<file path="config.mk">
export PLATFORM = sky130hd
export DESIGN_NAME = seg7_scan_ctrl
export DESIGN_NICKNAME = d
export VERILOG_FILES = /design/src/rtl/seg7_pkg.sv /design/src/rtl/seg7_decode.sv /design/src/rtl/seg7_scan_ctrl.sv
export SDC_FILE = /design/constraint.sdc
export NUM_CORES = 1
export LEC_CHECK = 0
export ABC_AREA = 1
export BUFFER_PORTS_ARGS = -buffer_cell sky130_fd_sc_hd__buf_4
export CAP_MARGIN = 20
export CORE_ASPECT_RATIO = 0.7
export CORE_UTILIZATION = 30
export CTS_BUF_LIST = sky130_fd_sc_hd__clkbuf_4 sky130_fd_sc_hd__clkbuf_8 sky130_fd_sc_hd__clkbuf_16
export CTS_CLUSTER_DIAMETER = 60
export DETAILED_ROUTE_END_ITERATION = 10
export SLEW_MARGIN = 0
export SYNTH_ARGS = -nofsm -noshare
export SYNTH_HDL_FRONTEND = slang
export SYNTH_SLANG_ARGS = --single-unit
</file>
<file path="constraint.sdc">
create_clock -name clk -period 3.3 [get_ports clk]
set_input_delay 0.165 -clock clk [delete_from_list [all_inputs] [get_ports clk]]
set_output_delay 0.165 -clock clk [all_outputs]
set_load 0.05 [all_outputs]
</file>
<file path="src/rtl/seg7_pkg.sv">
// Shared constants and types for the 4-digit 7-segment scan controller:
// segment patterns, active-low digit enables, the scan FSM state type and
// the per-digit register entry.
package seg7_pkg;

  // Segment patterns, bit order {G,F,E,D,C,B,A}, active-high
  localparam logic [6:0] NUM_0   = 7'h3F;
  localparam logic [6:0] NUM_1   = 7'h06;
  localparam logic [6:0] NUM_2   = 7'h5B;
  localparam logic [6:0] NUM_3   = 7'h4F;
  localparam logic [6:0] NUM_4   = 7'h66;
  localparam logic [6:0] NUM_5   = 7'h6D;
  localparam logic [6:0] NUM_6   = 7'h7D;
  localparam logic [6:0] NUM_7   = 7'h07;
  localparam logic [6:0] NUM_8   = 7'h7F;
  localparam logic [6:0] NUM_9   = 7'h6F;
  localparam logic [6:0] NUM_A   = 7'h77;
  localparam logic [6:0] NUM_B   = 7'h7C;
  localparam logic [6:0] NUM_C   = 7'h58;
  localparam logic [6:0] NUM_D   = 7'h5E;
  localparam logic [6:0] NUM_E   = 7'h79;
  localparam logic [6:0] NUM_F   = 7'h71;
  localparam logic [6:0] NUM_BLK = 7'b0000000;

  // Digit enables, active-low one-hot
  localparam logic [3:0] EN_1   = 4'b1110;
  localparam logic [3:0] EN_2   = 4'b1101;
  localparam logic [3:0] EN_3   = 4'b1011;
  localparam logic [3:0] EN_4   = 4'b0111;
  localparam logic [3:0] EN_OFF = 4'b1111;

  typedef enum logic [1:0] {SHOW, GUARD, COMMIT} state_t;

  // One digit's display content (shadow and active sets use the same layout)
  typedef struct packed {
    logic [3:0] value;
    logic       dp;
    logic       blank;
  } digit_t;

  localparam digit_t DIGIT_RESET = '{value: 4'h0, dp: 1'b0, blank: 1'b1};

  // Enable pattern for a digit index, 0 = DS_EN1
  function automatic logic [3:0] digit_enable(input logic [1:0] idx);
    case (idx)
      2'd0:    return EN_1;
      2'd1:    return EN_2;
      2'd2:    return EN_3;
      default: return EN_4;
    endcase
  endfunction

endpackage

</file>
<file path="src/rtl/seg7_decode.sv">
// Combinational hex-to-7-segment decoder with blanking; a blanked digit
// drives no segments and no decimal point.
module seg7_decode
  import seg7_pkg::*;
(
  input  digit_t     digit,
  output logic [6:0] seg,
  output logic       dp
);

  // Map the nibble to its segment pattern unless the digit is blanked
  always_comb begin
    seg = NUM_BLK;
    dp  = 1'b0;
    if (!digit.blank) begin
      dp = digit.dp;
      case (digit.value)
        4'h0: seg = NUM_0;
        4'h1: seg = NUM_1;
        4'h2: seg = NUM_2;
        4'h3: seg = NUM_3;
        4'h4: seg = NUM_4;
        4'h5: seg = NUM_5;
        4'h6: seg = NUM_6;
        4'h7: seg = NUM_7;
        4'h8: seg = NUM_8;
        4'h9: seg = NUM_9;
        4'hA: seg = NUM_A;
        4'hB: seg = NUM_B;
        4'hC: seg = NUM_C;
        4'hD: seg = NUM_D;
        4'hE: seg = NUM_E;
        default: seg = NUM_F;
      endcase
    end
  end

endmodule

</file>
<file path="src/rtl/seg7_scan_ctrl.sv">
// Time-multiplexed scan controller for a 4-digit common-enable 7-segment
// display. Writes land in shadow registers and are copied to the active set
// in a one-cycle COMMIT at the end of every frame. All outputs are registered
// from next-state values, so they line up with the state they describe.
// Optional feature macro: SEG7_SCAN_BRIGHT_EN (adds bright[2:0] dimming).
module seg7_scan_ctrl
  import seg7_pkg::*;
#(
  parameter int DWELL_CYC = 12000,
  parameter int GUARD_CYC = 48
) (
  input  logic       clk,
  input  logic       rst,
`ifdef SEG7_SCAN_BRIGHT_EN
  input  logic [2:0] bright,
`endif
  input  logic       wr_valid,
  output logic       wr_ready,
  input  logic [1:0] wr_digit,
  input  logic [3:0] wr_value,
  input  logic       wr_dp,
  input  logic       wr_blank,
  output logic [6:0] ds_seg,
  output logic       ds_dp,
  output logic [3:0] ds_en,
  output logic       frame_tick
);

  localparam int PHASE_MAX = (DWELL_CYC > GUARD_CYC) ? DWELL_CYC : GUARD_CYC;
  localparam int PW        = $clog2(PHASE_MAX);
  localparam int TW        = PW + 1;  // wide enough to hold DWELL_CYC itself
  localparam logic [PW-1:0] DWELL_LAST  = PW'(DWELL_CYC - 1);
  localparam logic [PW-1:0] GUARD_LAST  = PW'(GUARD_CYC - 1);
  localparam logic [TW-1:0] THRESH_FULL = TW'(DWELL_CYC);

  state_t        state_reg, state_next;
  logic [1:0]    digit_reg, digit_next;
  logic [PW-1:0] phase_reg, phase_next;

  digit_t        shadow_reg [4];
  digit_t        active_reg [4];
  digit_t        shown;
  logic [3:0]    wr_hit;
  logic          wr_fire;
  logic [6:0]    dec_seg;
  logic          dec_dp;
  logic          lit_next;

  assign wr_fire = wr_valid && wr_ready;

  // Per-digit write strobes
  generate
    for (genvar gi = 0; gi < 4; gi++) begin : g_hit
      assign wr_hit[gi] = wr_fire && (wr_digit == 2'(gi));
    end
  endgenerate

  // Scan sequencing: SHOW d -> GUARD -> SHOW d+1 ... GUARD(3) -> COMMIT -> SHOW 0
  always_comb begin
    state_next = state_reg;
    digit_next = digit_reg;
    phase_next = phase_reg + PW'(1);
    case (state_reg)
      SHOW: begin
        if (phase_reg == DWELL_LAST) begin
          state_next = GUARD;
          phase_next = '0;
        end
      end
      GUARD: begin
        if (phase_reg == GUARD_LAST) begin
          phase_next = '0;
          if (digit_reg == 2'd3) begin
            state_next = COMMIT;
          end else begin
            state_next = SHOW;
            digit_next = digit_reg + 2'd1;
          end
        end
      end
      COMMIT: begin
        state_next = SHOW;
        digit_next = 2'd0;
        phase_next = '0;
      end
      default: begin
        state_next = COMMIT;
        digit_next = 2'd3;
        phase_next = '0;
      end
    endcase
  end

`ifdef SEG7_SCAN_BRIGHT_EN
  logic [TW-1:0] thresh_reg, thresh_next;

  // Brightness threshold is only re-sampled in COMMIT so a frame is uniform
  always_comb begin
    thresh_next = thresh_reg;
    if (state_reg == COMMIT)
      thresh_next = TW'(((int'(bright) + 1) * DWELL_CYC) >> 3);
    lit_next = ({1'b0, phase_next} < thresh_next);
  end

  // Hold the per-frame brightness threshold
  always_ff @(posedge clk or posedge rst) begin
    if (rst) thresh_reg <= THRESH_FULL;
    else     thresh_reg <= thresh_next;
  end
`else
  // Without dimming the digit is lit for its whole dwell
  always_comb begin
    lit_next = ({1'b0, phase_next} < THRESH_FULL);
  end
`endif

  // Shadow captures accepted writes; active is refreshed from shadow in COMMIT
  always_ff @(posedge clk or posedge rst) begin
    if (rst) begin
      for (int i = 0; i < 4; i++) begin
        shadow_reg[i] <= DIGIT_RESET;
        active_reg[i] <= DIGIT_RESET;
      end
    end else begin
      for (int i = 0; i < 4; i++) begin
        if (wr_hit[i])
          shadow_reg[i] <= '{value: wr_value, dp: wr_dp, blank: wr_blank};
        if (state_reg == COMMIT)
          active_reg[i] <= shadow_reg[i];
      end
    end
  end

  // Leaving COMMIT, active is being loaded from shadow on this same edge, so
  // the first SHOW of the new frame must already decode the shadow entry.
  assign shown = (state_reg == COMMIT) ? shadow_reg[digit_next] : active_reg[digit_next];

  seg7_decode u_decode (
    .digit (shown),
    .seg   (dec_seg),
    .dp    (dec_dp)
  );

  // FSM state plus registered outputs computed for the state being entered.
  // Reset parks in the last GUARD cycle of digit 3 so the first clock commits.
  always_ff @(posedge clk or posedge rst) begin
    if (rst) begin
      state_reg  <= GUARD;
      digit_reg  <= 2'd3;
      phase_reg  <= GUARD_LAST;
      ds_en      <= EN_OFF;
      ds_seg     <= NUM_BLK;
      ds_dp      <= 1'b0;
      frame_tick <= 1'b0;
      wr_ready   <= 1'b0;
    end else begin
      state_reg  <= state_next;
      digit_reg  <= digit_next;
      phase_reg  <= phase_next;
      frame_tick <= (state_next == COMMIT);
      wr_ready   <= (state_next != COMMIT);
      if (state_next == SHOW && lit_next) begin
        ds_en  <= digit_enable(digit_next);
        ds_seg <= dec_seg;
        ds_dp  <= dec_dp;
      end else begin
        ds_en  <= EN_OFF;
        ds_seg <= NUM_BLK;
        ds_dp  <= 1'b0;
      end
    end
  end

endmodule

</file>
## Word-level counts from Yosys, hierarchy flattened

Memory sizes are Yosys's and may differ from the RTL's.
Cells that the tools add are included.

- Word-level logic and storage cells: 83
- Memory bits (read-only): 112
- Flip-flop bits (word level): 80
- Memories: 1

- Order comparisons: 2
- Bitwise operators: 1
- Mux-type cells: 23
- Reductions and logical operators: 10
- Add/subtract/negate cells: 2
- Equal/unequal tests: 12

Memories:

| memory | depth | width | rd ports | clocked after Yosys merged registers in | wr ports | RTL line | source |
|---|---|---|---|---|---|---|---|
| (name not given) | 16 | 7 | 1 | 0 | 0 | seg7_decode.sv:17 | `case (digit.value)` |

Operators by type and width:

| kind | count |
|---|---|
| $mux W6 | 5 |
| $mux W14 | 2 |
| $pmux W14 S2 | 1 |
| $bmux W6 S2 | 2 |
| $add A14 B1 Y14 const B | 1 |
| $eq A14 B14 Y1 const B | 1 |
| $eq A14 B6 Y1 const B | 1 |
| $lt A14 B14 Y1 const B | 1 |
| $mux W7 | 2 |
| $eq A2 B2 Y1 const B | 6 |
| $pmux W2 S3 | 2 |
| $pmux W4 S3 | 1 |
| $mux W2 | 5 |
| $logic_not A2 Y1 | 4 |
| $eq A2 B1 Y1 const B | 3 |
| $logic_and A1 B1 Y1 | 6 |
| $mux W4 | 1 |
| $ge A3 B3 Y1 const B | 1 |
| $not A2 Y3 | 1 |
| $add A2 B1 Y2 const B | 1 |
| $mux W1 | 2 |
| $ne A2 B2 Y1 const B | 1 |

## Depth between registers and ports, before layout

An unclocked memory read counts as a cell.

- Depth in word-level cells: 12
- Mapped depth: 23

## Cells and area by module

A second synthesis with hierarchy kept.

- Cell total of the unflattened synthesis: 458
- Area total of the unflattened synthesis: 3875.0 um^2

By module, submodules not included:

| module | instances | area each (um^2) | cells each |
|---|---|---|---|
| seg7_scan_ctrl | 1 | 3612.2 | 411 |
| seg7_decode | 1 | 262.8 | 47 |

## Least setup slack after synthesis

No wires, ideal clock.

- Kind: reg2reg
- Start: register phase_reg[0]
- End: register ds_seg[1]
- Stages on the path, launching flop included: 23
- Path buffers: 1
- Period minus slack after synthesis: 2.566 ns
- Path slack: 0.734 ns
- Data arrival time: 2.453 ns
- Required time: 3.187 ns
- Path through: dfstp_2 -> ha_1 -> nand3_1 -> nor2_2 -> nand2_1 -> nand2_2 -> nand3_4 -> nand2_8 -> buf_12 -> nand2_1 -> nand2_1 -> nand2_1 -> nand2_1 -> nand2_2 -> nand2_4 -> inv_1 -> ha_1 -> inv_1 -> o21ai_0 -> nor2_1 -> nor2_1 -> nand2_1 -> inv_1

- Word-level cells in the longest chain between the ends: 11

Ends and longest elaborated chain:

| item | RTL line | source |
|---|---|---|
| start: declaration | seg7_scan_ctrl.sv:38 | `logic [PW-1:0] phase_reg, phase_next;` |
| start signal: assignment | seg7_scan_ctrl.sv:159 | `phase_reg <= phase_next;` |
| $eq A14 B6 Y1 (*) | seg7_scan_ctrl.sv:71 | `if (phase_reg == GUARD_LAST) begin` |
| $mux W2 (*) | seg7_scan_ctrl.sv:71 |  |
| $pmux W2 S3 (*) | seg7_scan_ctrl.sv:63 | `case (state_reg)` |
| via digit_next[0] | seg7_scan_ctrl.sv:37 | `logic [1:0] digit_reg, digit_next;` |
| $not A2 Y3 (not written as such) (*) | seg7_scan_ctrl.sv:136 | `assign shown = (state_reg == COMMIT) ? shadow_reg[digit_next] : active_reg[digit_next];` |
| $bmux W6 S2 | seg7_scan_ctrl.sv:136 |  |
| $mux W6 (not written as such) (2 in series) | seg7_scan_ctrl.sv:136 |  |
| $mux W6 (*) | seg7_scan_ctrl.sv:136 |  |
| $mem_v2 Z16 W7 | -- |  |
| $mux W7 (*) | seg7_decode.sv:15 | `if (!digit.blank) begin` |
| $mux W7 (*) | seg7_scan_ctrl.sv:162 | `if (state_next == SHOW && lit_next) begin` |
| end signal: assignment | seg7_scan_ctrl.sv:164 | `ds_seg <= dec_seg;` |
| end: declaration | seg7_scan_ctrl.sv:23 | `output logic [6:0] ds_seg,` |

The timed path passes the listed nets; every way through them passes the cells marked *. The select of a mux whose other input is x is not followed.
A chain may end at the register's enable or synchronous reset.

## Worst setup path in the final report

- Start: register phase_reg[0]
- End: register ds_seg[1]

- Word-level cells in the longest chain between the ends: 11

Ends and longest elaborated chain:

| item | RTL line |
|---|---|
| $eq A14 B6 Y1 | seg7_scan_ctrl.sv:71 |
| $mux W2 | seg7_scan_ctrl.sv:71 |
| $pmux W2 S3 | seg7_scan_ctrl.sv:63 |
| $not A2 Y3 (not written as such) | seg7_scan_ctrl.sv:136 |
| $bmux W6 S2 | seg7_scan_ctrl.sv:136 |
| $mux W6 (not written as such) (2 in series) | seg7_scan_ctrl.sv:136 |
| $mux W6 | seg7_scan_ctrl.sv:136 |
| $mem_v2 Z16 W7 | -- |
| $mux W7 | seg7_decode.sv:15 |
| $mux W7 (*) | seg7_scan_ctrl.sv:162 |

Every way passes the cells marked *; elsewhere a longest branch is shown, timed or not. The select of a mux whose other input is x is not followed.

==> flow_summary.yaml <==
clock_tree:
  clk_latency_ns: 0.34
  clkSinkCount: 80
  cts_max_level: 3
  cts_buffer_depth: 2
  postCtsSetupRepairBufs: 0
  cts_tree: "yes"
  path_clk_slew_ns: 0.07
  cts-root-buf: "clkbuf_16"
  cts_buffers: 9
timing:
  max_freq_mhz: 358
  post-route-period-util: 0.847
  rsz0062_at_grt: "no"
  max_slew_margin: 0.484
  drv_slew: 0
  setup_violations: 0
  timing_worst_slew_pin_value_ns: 0.773
  worst_clock_skew_ns: 0.00876
  setup-tns-final_ns: 0
  hold_violations: 0
  finalCriticalPeriod_ns: 2.79
critical_path:
  critical_path_class: "flip-flop to flip-flop"
  worstPathMaxFanout: 17
  critPathRequiredTime_ns: 3.53
  end_kind: "flip-flop"
  start_kind: "flip-flop"
  cp.arrival_ns: 3.02
min_path:
  hold_class: "input port to flip-flop"
placement:
  dpl.cell_count: 656
  finalWeightedCongestion: 0.861
  dpl.hpwl_um: 6260
  io_buffers: 24
power_and_ir_drop:
  ir_drop_mv: 0.232
  power_mw: 2.31
  leakage_nw: 2.32
  powerDensity_mw_per_mm2: 494
global_route:
  grt_antenna_before_repair: 0
  grt_pass1_wl_um: 14700
  grt_max_degree: 47
  grt-ovfl-total: 0
  grt.total_usage: 0.137
  first_global_vias: 2846
finish:
  drive_above_1_share: 0.211
  fin_cells: 674
  utilization: 0.371
  fin_nets: 525
  antenna_cells: 0
  syn_to_final_growth_pct: 18.1
logic_synthesis:
  synth.avg_cell_area_um2: 8.32
  ys_seq_elements: 80
  syn_inst: 477
  syn_nets: 495
  synth_cell_types: 40
  yosysSeqAreaShare: 0.511
  ys_warn_count: 0
  ys_top_cells_by_area: "dfrtp_1 38%, dfstp_2 13%, nand2_1 13%"
  synth_top_area_frac: 0.379
  synth_largest_area_cell: "dfrtp_1"
  syn-cell-area_mm2: 0.00397
die:
  core_area_mm2: 0.0126
  die_w_um: 139
  die_h_um: 98.2
  num_io_pins: 25
  fp-row-count: 34
  die_area_mm2: 0.0137
  start_util: 0.314
drt:
  ant_nets: 0
  via_count: 3018
  drt-total-wl_um: 8330
  drt-wirelength-per-cell_um: 12.4
  dr.pass1.iters: 4
  drt-initial-drc-count: 226
  viasPerCell: 4.48
  drc_errors: 0
flow_run:
  cap_violations: 0
status:
  status: "finished, final reports clean"
worst paths after layout:
path	end	start	cells past startpoint	slack, ns
worst max-delay path	ds_seg[1]	phase_reg[0]	21	0.51
worst min-delay path	shadow_reg[5]	wr_value[3]	3	0.05
worst max register to register	ds_seg[1]	phase_reg[0]	21	0.51
worst min register to register	active_reg[7]	active_reg[7]	2	0.47
max in group asynchronous	ds_en[0]	rst	4	1.84
min in group asynchronous	shadow_reg[20]	rst	3	0.51
synthesized netlist by cell type:
cell / number
clkinv_4: 1
nand4_1: 3
a21oi_4: 1
o21ai_0: 41
dfrtp_1: 60
dfstp_2: 20
nand2_4: 3
nor2_8: 1
nand2_8: 1
o22ai_1: 1
nor3_1: 5
xor2_1: 3
clkbuf_1: 7
nand3_2: 4
ha_1: 7
nand3_1: 34
inv_2: 5
clkinv_2: 1
buf_2: 2
o21ai_2: 5
a21oi_2: 1
nor2_4: 2
nor2_2: 4
a211oi_1: 1
nand3b_1: 1
clkinv_1: 1
o21a_1: 1
inv_4: 1
nor3b_1: 1
nand3_4: 1
a21oi_1: 7
o21ai_1: 3
nand2_2: 8
inv_1: 56
nand2_1: 138
nor2_1: 40
o21ai_4: 1
buf_12: 1
or2_2: 3
o211a_1: 1
power breakdown:
part           switching, mW  total [mW]  internal (mW)
logic                 0.0567      0.0867         0.0300
registers             0.0336        1.07           1.04
clock network          0.411        1.16          0.747
total                  0.501        2.31           1.81
per-layer routing:
layer | up-vias | global-route usage | share of wire
li1 | 1561 | - | -
met1 | 1394 | 0.220 | 0.57
met2 | 54 | 0.175 | 0.38
met3 | 9 | 0.0373 | 0.034
met4 | 0 | 0.0256 | 0.0091
met5 | - | 0 | 0
critical path, cell delays in order, from the launching register on:
cell     delay, ns
dfstp_2       0.54
ha_1          0.18
nand3_1       0.16
nor2_2        0.16
nand2_1       0.09
nand2_2       0.08
nand3_4       0.11
nand2_8       0.16
nand2_1       0.08
nand2_1       0.06
nand2_1       0.05
nand2_1       0.07
nand2_2       0.06
nand2_4       0.10
inv_1         0.09
ha_1          0.28
inv_1         0.08
o21ai_0       0.09
nor2_1        0.10
nor2_1        0.05
nand2_1       0.06
inv_1         0.03
kinds of logic (layout without fill, tap and decap cells):
kind of cell | Yosys count | in the layout | share of synthesized area
xor gates and xnor gates | 3 | 3 | 0.00663
buffers and inverters | 75 | 110 | 0.0779
adders and majority gates | 7 | 7 | 0.0221
AOI/OAI and AO/OA | 63 | 63 | 0.0937
DFF | 80 | 80 | 0.511
and+or+nand+nor | 249 | 249 | 0.289
area by class of cell:
type | instances | area [µm²]
inverter | 65 | 254
tap | 162 | 203
fill | 1256 | 7950
clock buffer | 9 | 225
multi-input combinational | 322 | 1630
timing repair buffer | 29 | 220
clock inverter | 7 | 125
sequential | 80 | 2030
layout by cell type, fill, tap and decap left out, types with 2 or more instances in the layout:
master and n:
a21oi_1 7, buf_4 27, bufinv_16 3, clkbuf_16 9
clkinv_2 2, clkinv_4 3, dfrtp_1 60, dfstp_2 20
ha_1 7, inv_1 55, inv_2 5, inv_6 2
nand2_1 138, nand2_2 8, nand2_4 3, nand3_1 34
nand3_2 4, nand4_1 3, nor2_1 40, nor2_2 4
nor2_4 2, nor3_1 5, o21ai_0 41, o21ai_1 3
o21ai_2 5, or2_2 3, xor2_1 3
per-stage QoR:
step | setup slack [ns] | hold WS [ns] | instance area (µm²)
finish | 0.506 | 0.0455 | 4680
global route | 0.178 | 0.0577 | 4680
CTS | 0.506 | 0.0378 | 4680
detailed placement | 0.515 | 0.345 | 4320
global placement | 0.669 | 0.331 | 4320
floorplan | 0.734 | 0.283 | 3970
what timing repair did:
action	in CTS	in global routing
gates resized for setup	0	0
hold buffers	1	0
hold endpoints to repair	34	0
Note: power is estimated with default switching activity, not from simulation.
